<file path="src/rtl/cache_axi_arbiter_pkg.sv">
// Shared AXI encodings, FSM states and grant types for the
// icache/dcache refill arbiter.
package cache_axi_arbiter_pkg;

  localparam logic [2:0] ST_IDLE = 3'd0;
  localparam logic [2:0] ST_AR   = 3'd1;
  localparam logic [2:0] ST_R    = 3'd2;
  localparam logic [2:0] ST_AWW  = 3'd3;
  localparam logic [2:0] ST_B    = 3'd4;
  localparam logic [2:0] ST_DONE = 3'd5;

  localparam logic [3:0] ID_I = 4'd0;
  localparam logic [3:0] ID_D = 4'd1;

  localparam logic [2:0] AXI_SIZE_8B    = 3'b011;
  localparam logic [1:0] AXI_BURST_INCR = 2'b01;

  typedef enum logic {
    OWN_I = 1'b0,
    OWN_D = 1'b1
  } owner_e;

  function automatic logic [3:0] owner_id(owner_e o);
    return (o == OWN_D) ? ID_D : ID_I;
  endfunction

endpackage

</file>
<file path="src/rtl/cache_axi_arbiter_if.sv">
// Single-beat AXI4 channel bundle between the refill arbiter
// (master) and the SoC bus (slave).
interface cache_axi_arbiter_if #(
  parameter int ADDR_W = 32
);

  logic [ADDR_W-1:0] axi_aw_addr;
  logic              axi_aw_valid;
  logic              axi_aw_ready;

  logic [63:0]       axi_w_data;
  logic [7:0]        axi_w_strb;
  logic              axi_w_valid;
  logic              axi_w_ready;

  logic              axi_b_valid;
  logic              axi_b_ready;

  logic [3:0]        axi_ar_id;
  logic [ADDR_W-1:0] axi_ar_addr;
  logic              axi_ar_valid;
  logic              axi_ar_ready;

  logic [63:0]       axi_r_data;
  logic              axi_r_valid;
  logic              axi_r_ready;

  modport master (
    output axi_aw_addr, axi_aw_valid,
    input  axi_aw_ready,
    output axi_w_data, axi_w_strb, axi_w_valid,
    input  axi_w_ready,
    input  axi_b_valid,
    output axi_b_ready,
    output axi_ar_id, axi_ar_addr, axi_ar_valid,
    input  axi_ar_ready,
    input  axi_r_data, axi_r_valid,
    output axi_r_ready
  );

  modport slave (
    input  axi_aw_addr, axi_aw_valid,
    output axi_aw_ready,
    input  axi_w_data, axi_w_strb, axi_w_valid,
    output axi_w_ready,
    output axi_b_valid,
    input  axi_b_ready,
    input  axi_ar_id, axi_ar_addr, axi_ar_valid,
    output axi_ar_ready,
    output axi_r_data, axi_r_valid,
    input  axi_r_ready
  );

endinterface

</file>
<file path="src/rtl/cache_axi_arbiter_arb_grant.sv">
// Two-way icache/dcache grant. ARB_ROUND_ROBIN_EN selects
// round-robin on contention; otherwise dcache has fixed priority.
module arb_grant
  import cache_axi_arbiter_pkg::*;
(
  input  logic   i_req,
  input  logic   d_req,
  input  owner_e last_i,
  output logic   gnt_valid,
  output owner_e gnt_owner
);

  logic both;

  assign both      = i_req & d_req;
  assign gnt_valid = i_req | d_req;

`ifdef ARB_ROUND_ROBIN_EN
  owner_e both_owner;

  // On contention the requester not served last time wins
  assign both_owner = (last_i == OWN_I) ? OWN_D : OWN_I;
`else
  owner_e both_owner;
  logic   unused_last;

  assign both_owner  = OWN_D;
  assign unused_last = last_i;
`endif

  always_comb begin
    gnt_owner = OWN_I;
    unique case (1'b1)
      both:            gnt_owner = both_owner;
      (d_req & ~i_req): gnt_owner = OWN_D;
      default:         gnt_owner = OWN_I;
    endcase
  end

endmodule

</file>
<file path="src/rtl/cache_axi_arbiter.sv">
// icache/dcache refill arbiter onto one single-beat 64-bit AXI4
// master port. Optional ARB_ROUND_ROBIN_EN enables RR grant.
module cache_axi_arbiter
  import cache_axi_arbiter_pkg::*;
#(
  parameter int ADDR_W = 32,
  parameter int TMO_W  = 0
) (
  input  logic              clk,
  input  logic              rst,

  input  logic              i_ena,
  input  logic [ADDR_W-1:0] i_addr,
  output logic [63:0]       i_data,
  output logic              i_ok,

  input  logic              d_rd,
  input  logic              d_wr,
  input  logic [ADDR_W-1:0] d_addr,
  input  logic [63:0]       d_wdata,
  input  logic [7:0]        d_wmask,
  output logic [63:0]       d_rdata,
  output logic              d_ok,

  cache_axi_arbiter_if.master axi
);

  localparam int unused_tmo_w = TMO_W;

  logic [2:0]        state_q, state_d;
  owner_e            owner_q, owner_d;
  owner_e            last_q, last_d;
  logic [ADDR_W-1:0] addr_q, addr_d;
  logic [63:0]       wdata_q, wdata_d;
  logic [7:0]        wmask_q, wmask_d;
  logic [3:0]        ar_id_q, ar_id_d;
  logic              aw_pend_q, aw_pend_d;
  logic              w_pend_q, w_pend_d;
  logic [63:0]       i_data_q, i_data_d;
  logic [63:0]       d_rdata_q, d_rdata_d;

  logic   gnt_valid;
  owner_e gnt_owner;

  arb_grant u_grant (
    .i_req     (i_ena),
    .d_req     (d_rd | d_wr),
    .last_i    (last_q),
    .gnt_valid (gnt_valid),
    .gnt_owner (gnt_owner)
  );

  always_comb begin
    logic is_wr;
    is_wr     = 1'b0;
    state_d   = state_q;
    owner_d   = owner_q;
    last_d    = last_q;
    addr_d    = addr_q;
    wdata_d   = wdata_q;
    wmask_d   = wmask_q;
    ar_id_d   = ar_id_q;
    aw_pend_d = aw_pend_q;
    w_pend_d  = w_pend_q;
    i_data_d  = i_data_q;
    d_rdata_d = d_rdata_q;

    unique case (state_q)
      ST_IDLE: begin
        if (gnt_valid) begin
          owner_d = gnt_owner;
          last_d  = gnt_owner;
          ar_id_d = owner_id(gnt_owner);
          if (gnt_owner == OWN_D) begin
            // Read+write together is treated as a write
            is_wr   = d_wr;
            addr_d  = d_addr;
            wdata_d = d_wdata;
            wmask_d = d_wmask;
          end else begin
            addr_d  = i_addr;
          end
          aw_pend_d = is_wr;
          w_pend_d  = is_wr;
          state_d   = is_wr ? ST_AWW : ST_AR;
        end
      end
      ST_AR: begin
        if (axi.axi_ar_ready) state_d = ST_R;
      end
      ST_R: begin
        if (axi.axi_r_valid) begin
          state_d = ST_DONE;
          if (owner_q == OWN_D) d_rdata_d = axi.axi_r_data;
          else                  i_data_d  = axi.axi_r_data;
        end
      end
      ST_AWW: begin
        // AW and W retire independently, in any order
        aw_pend_d = aw_pend_q & ~axi.axi_aw_ready;
        w_pend_d  = w_pend_q & ~axi.axi_w_ready;
        if (!aw_pend_d && !w_pend_d) state_d = ST_B;
      end
      ST_B: begin
        if (axi.axi_b_valid) state_d = ST_DONE;
      end
      ST_DONE: state_d = ST_IDLE;
      default: state_d = ST_IDLE;
    endcase
  end

  always_ff @(posedge clk or posedge rst) begin
    if (rst) begin
      state_q   <= ST_IDLE;
      owner_q   <= OWN_I;
      last_q    <= OWN_I;
      addr_q    <= '0;
      wdata_q   <= '0;
      wmask_q   <= '0;
      ar_id_q   <= ID_I;
      aw_pend_q <= 1'b0;
      w_pend_q  <= 1'b0;
      i_data_q  <= '0;
      d_rdata_q <= '0;
    end else begin
      state_q   <= state_d;
      owner_q   <= owner_d;
      last_q    <= last_d;
      addr_q    <= addr_d;
      wdata_q   <= wdata_d;
      wmask_q   <= wmask_d;
      ar_id_q   <= ar_id_d;
      aw_pend_q <= aw_pend_d;
      w_pend_q  <= w_pend_d;
      i_data_q  <= i_data_d;
      d_rdata_q <= d_rdata_d;
    end
  end

  assign axi.axi_ar_id    = ar_id_q;
  assign axi.axi_ar_addr  = addr_q;
  assign axi.axi_ar_valid = (state_q == ST_AR);
  assign axi.axi_r_ready  = (state_q == ST_R);

  assign axi.axi_aw_addr  = addr_q;
  assign axi.axi_aw_valid = (state_q == ST_AWW) & aw_pend_q;
  assign axi.axi_w_data   = wdata_q;
  assign axi.axi_w_strb   = wmask_q;
  assign axi.axi_w_valid  = (state_q == ST_AWW) & w_pend_q;
  assign axi.axi_b_ready  = (state_q == ST_B);

  assign i_data  = i_data_q;
  assign d_rdata = d_rdata_q;
  assign i_ok    = (state_q == ST_DONE) & (owner_q == OWN_I);
  assign d_ok    = (state_q == ST_DONE) & (owner_q == OWN_D);

  a_ok_excl: assert property (
    @(posedge clk) disable iff (rst) !(i_ok && d_ok));

  a_ar_hold: assert property (
    @(posedge clk) disable iff (rst)
    (axi.axi_ar_valid && !axi.axi_ar_ready) |=>
    (axi.axi_ar_valid && $stable(axi.axi_ar_addr)));

  a_done_1: assert property (
    @(posedge clk) disable iff (rst)
    (state_q == ST_DONE) |=> (state_q == ST_IDLE));

endmodule

</file>
<file path="src/flat_wrapper.sv">
// flat-port wrapper written by rule: the top's interface ports become plain ports
module cache_axi_arbiter_flat import cache_axi_arbiter_pkg::*;
#(
  parameter int ADDR_W = 32,
  parameter int TMO_W  = 0
)
  (clk, rst, i_ena, i_addr, i_data, i_ok, d_rd, d_wr, d_addr, d_wdata, d_wmask, d_rdata, d_ok, axi_axi_aw_addr, axi_axi_aw_valid, axi_axi_aw_ready, axi_axi_w_data, axi_axi_w_strb, axi_axi_w_valid, axi_axi_w_ready, axi_axi_b_valid, axi_axi_b_ready, axi_axi_ar_id, axi_axi_ar_addr, axi_axi_ar_valid, axi_axi_ar_ready, axi_axi_r_data, axi_axi_r_valid, axi_axi_r_ready);
  cache_axi_arbiter_if #(.ADDR_W(ADDR_W)) axi_i ();
  input  logic clk;
  input  logic rst;
  input  logic i_ena;
  input  logic [ADDR_W-1:0] i_addr;
  output logic [63:0] i_data;
  output logic i_ok;
  input  logic d_rd;
  input  logic d_wr;
  input  logic [ADDR_W-1:0] d_addr;
  input  logic [63:0] d_wdata;
  input  logic [7:0] d_wmask;
  output logic [63:0] d_rdata;
  output logic d_ok;
  output wire logic [$bits(axi_i.axi_aw_addr)-1:0] axi_axi_aw_addr;
  output wire logic [$bits(axi_i.axi_aw_valid)-1:0] axi_axi_aw_valid;
  input wire logic [$bits(axi_i.axi_aw_ready)-1:0] axi_axi_aw_ready;
  output wire logic [$bits(axi_i.axi_w_data)-1:0] axi_axi_w_data;
  output wire logic [$bits(axi_i.axi_w_strb)-1:0] axi_axi_w_strb;
  output wire logic [$bits(axi_i.axi_w_valid)-1:0] axi_axi_w_valid;
  input wire logic [$bits(axi_i.axi_w_ready)-1:0] axi_axi_w_ready;
  input wire logic [$bits(axi_i.axi_b_valid)-1:0] axi_axi_b_valid;
  output wire logic [$bits(axi_i.axi_b_ready)-1:0] axi_axi_b_ready;
  output wire logic [$bits(axi_i.axi_ar_id)-1:0] axi_axi_ar_id;
  output wire logic [$bits(axi_i.axi_ar_addr)-1:0] axi_axi_ar_addr;
  output wire logic [$bits(axi_i.axi_ar_valid)-1:0] axi_axi_ar_valid;
  input wire logic [$bits(axi_i.axi_ar_ready)-1:0] axi_axi_ar_ready;
  input wire logic [$bits(axi_i.axi_r_data)-1:0] axi_axi_r_data;
  input wire logic [$bits(axi_i.axi_r_valid)-1:0] axi_axi_r_valid;
  output wire logic [$bits(axi_i.axi_r_ready)-1:0] axi_axi_r_ready;
  assign axi_axi_aw_addr = axi_i.axi_aw_addr;
  assign axi_axi_aw_valid = axi_i.axi_aw_valid;
  assign axi_i.axi_aw_ready = axi_axi_aw_ready;
  assign axi_axi_w_data = axi_i.axi_w_data;
  assign axi_axi_w_strb = axi_i.axi_w_strb;
  assign axi_axi_w_valid = axi_i.axi_w_valid;
  assign axi_i.axi_w_ready = axi_axi_w_ready;
  assign axi_i.axi_b_valid = axi_axi_b_valid;
  assign axi_axi_b_ready = axi_i.axi_b_ready;
  assign axi_axi_ar_id = axi_i.axi_ar_id;
  assign axi_axi_ar_addr = axi_i.axi_ar_addr;
  assign axi_axi_ar_valid = axi_i.axi_ar_valid;
  assign axi_i.axi_ar_ready = axi_axi_ar_ready;
  assign axi_i.axi_r_data = axi_axi_r_data;
  assign axi_i.axi_r_valid = axi_axi_r_valid;
  assign axi_axi_r_ready = axi_i.axi_r_ready;
  cache_axi_arbiter #(.ADDR_W(ADDR_W), .TMO_W(TMO_W)) u_core (.clk(clk), .rst(rst), .i_ena(i_ena), .i_addr(i_addr), .i_data(i_data), .i_ok(i_ok), .d_rd(d_rd), .d_wr(d_wr), .d_addr(d_addr), .d_wdata(d_wdata), .d_wmask(d_wmask), .d_rdata(d_rdata), .d_ok(d_ok), .axi(axi_i));
endmodule
</file>
<file path="config.mk">
export PLATFORM = sky130hd
export DESIGN_NAME = cache_axi_arbiter_flat
export DESIGN_NICKNAME = d
export VERILOG_FILES = /design/src/rtl/cache_axi_arbiter_pkg.sv /design/src/rtl/cache_axi_arbiter_if.sv /design/src/rtl/cache_axi_arbiter_arb_grant.sv /design/src/rtl/cache_axi_arbiter.sv /design/src/flat_wrapper.sv
export SDC_FILE = /design/constraint.sdc
export NUM_CORES = 1
export LEC_CHECK = 0
export ABC_AREA = 0
export BUFFER_PORTS_ARGS = -buffer_cell sky130_fd_sc_hd__buf_4
export CAP_MARGIN = 0
export CORE_AREA = 2 2 187 189
export DETAILED_ROUTE_END_ITERATION = 12
export DIE_AREA = 0 0 189 191
export HOLD_SLACK_MARGIN = 0.08
export PLACE_DENSITY = 0.55
export SLEW_MARGIN = 20
export SYNTH_ARGS = -nofsm -noshare
export SYNTH_HDL_FRONTEND = slang
export SYNTH_SLANG_ARGS = --single-unit
export TNS_END_PERCENT = 10
</file>
<file path="constraint.sdc">
create_clock -name clk -period 7.8 [get_ports clk]
set_input_delay 0.78 -clock clk [delete_from_list [all_inputs] [get_ports clk]]
set_output_delay 0.78 -clock clk [all_outputs]
set_load 0.01 [all_outputs]
</file>
## Word level (Yosys, flattened, before mapping)

Cells that the tools add are included.

- Bits in registers: 242
- Input port bits: 210
- Output and inout port bits: 275

- Equal/unequal tests: 10
- Multiplexer cells: 16
- Bitwise logic cells: 14
- Reductions and logical operators: 12

Operator list:

| kind | number |
|---|---|
| 32-bit two-way mux | 1 |
| 3-bit two-way mux | 5 |
| 3-bit one-hot mux with 5 select lines | 1 |
| 3-bit AND reduction | 3 |
| 1-bit AND | 8 |
| 3-bit by 2-bit equality test with 1-bit output (second input constant) | 2 |
| 3-bit equality test (second input constant) | 2 |
| 1-bit two-way mux | 6 |
| 2-bit by 1-bit inequality test with 1-bit output (second input constant) | 3 |
| 5-bit AND reduction | 1 |
| 2-bit inequality test (second input constant) | 2 |
| 1-bit NOT | 4 |
| 1-bit one-hot mux with 2 select lines | 2 |
| 2-bit AND reduction | 2 |
| 3-bit by 1-bit equality test with 1-bit output (second input constant) | 1 |
| 3-bit zero test | 1 |
| 1-bit zero test | 2 |
| 2-bit two-way mux | 1 |
| 1-bit bitwise OR | 2 |
| 2-bit nonzero test | 1 |
| 2-bit OR reduction | 1 |
| 1-bit logical AND | 1 |

## Depth between registers and ports, before layout

- Word-level depth: 10
- Gate-level depth with buffers: 7
- Depth with buffers taken out: 4

## Cells and area by module

From an unflattened synthesis, not the netlist that was laid out.

- Cell total of the unflattened synthesis: 653
- Area total of the unflattened synthesis: 9580.4 um^2

By module, submodules not included:

| module | instances | cells each | area each (um^2) |
|---|---|---|---|
| cache_axi_arbiter | 1 | 651 | 9570.4 |
| arb_grant | 1 | 2 | 10.0 |

## Worst setup path after synthesis

No wires, ideal clock.

- Path kind: input to register
- Start point: in d_wr
- End point: reg u_core.wdata_q[0], in the netlist u_core.axi.axi_w_data[0]
- Library setup time: 125 ps
- Data arrival time: 1809 ps
- Data required time: 7675 ps
- Setup slack: 5866 ps
- Stages: 4
- Path buffers: 2
- Cell sequence: clkbuf_1 > o21ai_2 > buf_2 > mux2_2

- Longest elaborated chain between the ends: 5

RTL lines:

| element | RTL line | RTL |
|---|---|---|
| from (decl) | flat_wrapper.sv:16 | `input logic d_wr;` |
| 1-bit bitwise OR * | cache_axi_arbiter.sv:47 | `.d_req (d_rd \| d_wr),` |
| 1-bit AND, on equally long branches | cache_axi_arbiter_arb_grant.sv:15, cache_axi_arbiter_arb_grant.sv:35 |  |
| 2-bit OR reduction (no line) | - |  |
| 1-bit two-way mux | cache_axi_arbiter_arb_grant.sv:33 | `unique case (1'b1)` |
| 3-bit AND reduction (no line) * | - |  |
| to (signal assigned) | cache_axi_arbiter.sv:130 | `wdata_q <= wdata_d;` |
| to (decl) | cache_axi_arbiter.sv:34 | `logic [63:0] wdata_q, wdata_d;` |

Every way passes the cells marked *; elsewhere a longest branch is shown, timed or not.
A chain may end at the register's enable or synchronous reset.

## Worst setup path after layout

- Start point: reg u_core.state_q[2]
- End point: out axi_axi_b_ready

- Longest elaborated chain between the ends: 1

RTL lines:

| element | RTL line | RTL |
|---|---|---|
| from (decl) | cache_axi_arbiter.sv:30 | `logic [2:0] state_q, state_d;` |
| from (signal assigned) | cache_axi_arbiter.sv:126 | `state_q <= state_d;` |
| 3-bit equality test | cache_axi_arbiter.sv:150 | `assign axi.axi_b_ready = (state_q == ST_B);` |
| to (decl) | flat_wrapper.sv:30 | `output wire logic [$bits(axi_i.axi_b_ready)-1:0] axi_axi_b_ready;` |

Every way passes these cells.

==> flow_summary.toml <==
[outcome]
status = "finished clean"

[drt]
drtIter0Drc = 240
vias = 6813
drc_errors = 0
vias_per_cell = 4.34
wl_per_cell_um = 18.1
first_pass_iters = 4
antenna_left = 0
finalWirelength_mm = 28.5

[worst_setup_path]
crit_path_max_fanout = 12
cp-end-kind = "output port"
path_class = "register to output port"
cp_slowest_cell = "dfrtp_1"
worstRegToRegCells = 5
r2r_slack_ns = 5.27
cp.required_ns = 7.02
critPathArrivalTime_ns = 1.80
start_kind = "register"
critPathMaxStageDelay_ns = 0.57
r2r-start = "u_core.state_q[1]$_DFFE_PP0P_"
critical_path.cell_chain = "nor3b_1 > buf_4"
reg2reg_to = "u_core.i_data[60]$_DFFE_PP0P_"

[placement]
dp_cells = 1521
place_hpwl_mm = 21.1
gp_congestion = 0.774
placed_cell_area_um2 = 13400
pre_cts_ws_ns = 5.15
portBuffers = 481

[finish]
multi_input_area_um2 = 3210
drive_gt1_share_pct = 56.6
fin_cells = 1570
final_core_util_pct = 42.2
final_cell_area_um2 = 14400
n_antenna_cell = 0
syn_to_final_growth_pct = 49.1
fin_nets = 1305
regArea_um2 = 5960
fillerInstances = 3250

[timing]
worst_slew_margin_rel_pct = 32.8
setup_ws_ns = 5.22
fin_crit_ns = 2.58
clock_skew_ns = 0.0264
finalHoldViolCount = 0
final.setup.tns_ns = 0
final.period_utilization_pct = 33.1
slew_viol_final = 0
max_freq_mhz = 387
whs_ns = 0.320
tightest_slew_ns = 1.01
rsz0062_at_grt = "false"
setup_viol = 0

[logic_synthesis]
syn_avg_cell_area_um2 = 14.9
synthCells = 647
netlist-cell-type-count = 37
yosys_warnings = 0
yosysSeqAreaShare_pct = 61.7
synth-seq-cells = 238
synth_ff_type = "dfrtp_1"
synthArstFlopShare_pct = 100
syn-cell-area_um2 = 9650
synth-edff-count = 0

[flow_run]
drv_cap = 0

[clock_tree]
tritoncts = "built"
cts.path.max_buffers = 3
post_cts_buffers = 0
htree_levels = 1
cts_sinks = 238
clkTransAtPathRegs_ns = 0.07
clkLatencyLatePin_ns = 0.54
numCtsBuffers = 27
cts_root_buf = "clkbuf_16"
hold_buffers = 0
cts.repair.resized = 0

[floorplan]
dieArea_um2 = 36100
coreArea_um2 = 34100
die_y_um = 191
initial_utilization_pct = 28.3
pin_count = 485
die_x_um = 189
rows = 68

[global_route]
grt_pass1_vias = 7097
grt.overflow.total = 0
grt_first_pass_wirelength_mm = 42.4
grt_max_degree = 147
antenna_found_initial = 0
grt_usage_pct = 15.0

[pwr]
p_leak_nw = 7.05
finalPower_mw = 6.06
peakVddDrop_mv = 0.257
powerDensity_nw_per_um2 = 421

[worst_hold_path]
min_path_type = "input pin to asynchronous set/reset pin"
[layout make-up]
class                           count  share of cell area, %
Sequential cell                   238                   41.4
Timing Repair Buffer              486                   25.4
Multi-Input combinational cell    339                   22.3
Clock buffer                       38                   5.47
Tap cell                          455                   3.96
Clock inverter                     11                   1.30
Inverter                            3                  0.130
[placed cells by master, fill, tap and decap left out, drive strengths merged, types with 4 or more instances in the layout]
master,count
bufinv,5
buf,486
nor3,4
clkbuf,38
inv,4
o21ai,35
mux2i,32
nand2,40
dfrtp,238
mux2,200
clkinv,4
[layer usage]
layer / vias up / share of wire [%] / track usage (%)
li1: 3116 / - / -
met1: 3356 / 38 / 17.7
met2: 310 / 50 / 26.3
met3: 31 / 10 / 5.18
met4: 0 / 1.7 / 3.52
met5: - / 0 / 0
[state kept, by name, indices dropped and copies added, names as in the netlist]
name                    count
u_core.aw_pend_q            1
u_core.axi.axi_ar_addr     32
u_core.axi.axi_ar_id        1
u_core.axi.axi_w_data      64
u_core.axi.axi_w_strb       8
u_core.d_rdata             64
u_core.i_data              64
u_core.state_q              3
u_core.w_pend_q             1
[where the power goes]
| group | total, mW | internal, mW | switching (mW) |
|---|---|---|---|
| registers | 2.23 | 1.85 | 0.383 |
| clock network | 1.38 | 0.865 | 0.513 |
| logic | 2.45 | 1.39 | 1.07 |
| total | 6.06 | 4.10 | 1.96 |
[cells by family after synthesis]
family	synth area share [%]
DFF	61.7
and+or+nand+nor	3.21
other	0.0388
muxes	27.0
buffers and inverters	5.43
AOI/OAI and AO/OA	2.59
[cells in the mapped netlist (2+ instances only)]
cell / number / share of area (%)
nor2b_1: 2 / 0.13
dfrtp_1: 238 / 62
a32o_1: 2 / 0.21
inv_1: 3 / 0.12
mux2i_1: 32 / 3.3
mux2_1: 110 / 13
buf_4: 36 / 2.8
mux2_2: 80 / 9.3
nand2b_1: 3 / 0.19
buf_2: 21 / 1.1
buf_12: 5 / 1.0
and2_1: 2 / 0.13
nor3_1: 3 / 0.16
o21ai_0: 31 / 1.6
nand2_1: 39 / 1.5
clkbuf_1: 6 / 0.23
a21oi_1: 2 / 0.10
mux2_4: 10 / 1.6
o21ai_1: 3 / 0.16
nor2_1: 2 / 0.078
[worst max path at each step]
stage	endpoint	depth (start not counted)	start
detailed placement	u_core.axi.axi_w_data[49]$_DFFE_PP0P_	4	d_wr
finish	axi_axi_b_ready	2	u_core.state_q[2]$_DFFE_PP0P_
global route	u_core.i_data[51]$_DFFE_PP0P_	5	u_core.state_q[1]$_DFFE_PP0P_
floorplan	u_core.aw_pend_q$_DFFE_PP0P_	1	rst
CTS	i_ok	3	u_core.state_q[0]$_DFFE_PP0P_
global placement	u_core.axi.axi_w_data[25]$_DFFE_PP0P_	4	d_wr
[worst max-delay path, delay by kind of cell, from the launching register on]
| family | cells | cell delay (ns) |
|---|---|---|
| AND/OR/NAND/NOR | 1 | 0.47 |
| flip-flops | 1 | 0.57 |
| buffers and inverters | 1 | 0.22 |
Note: power is estimated with default switching activity, not from simulation.
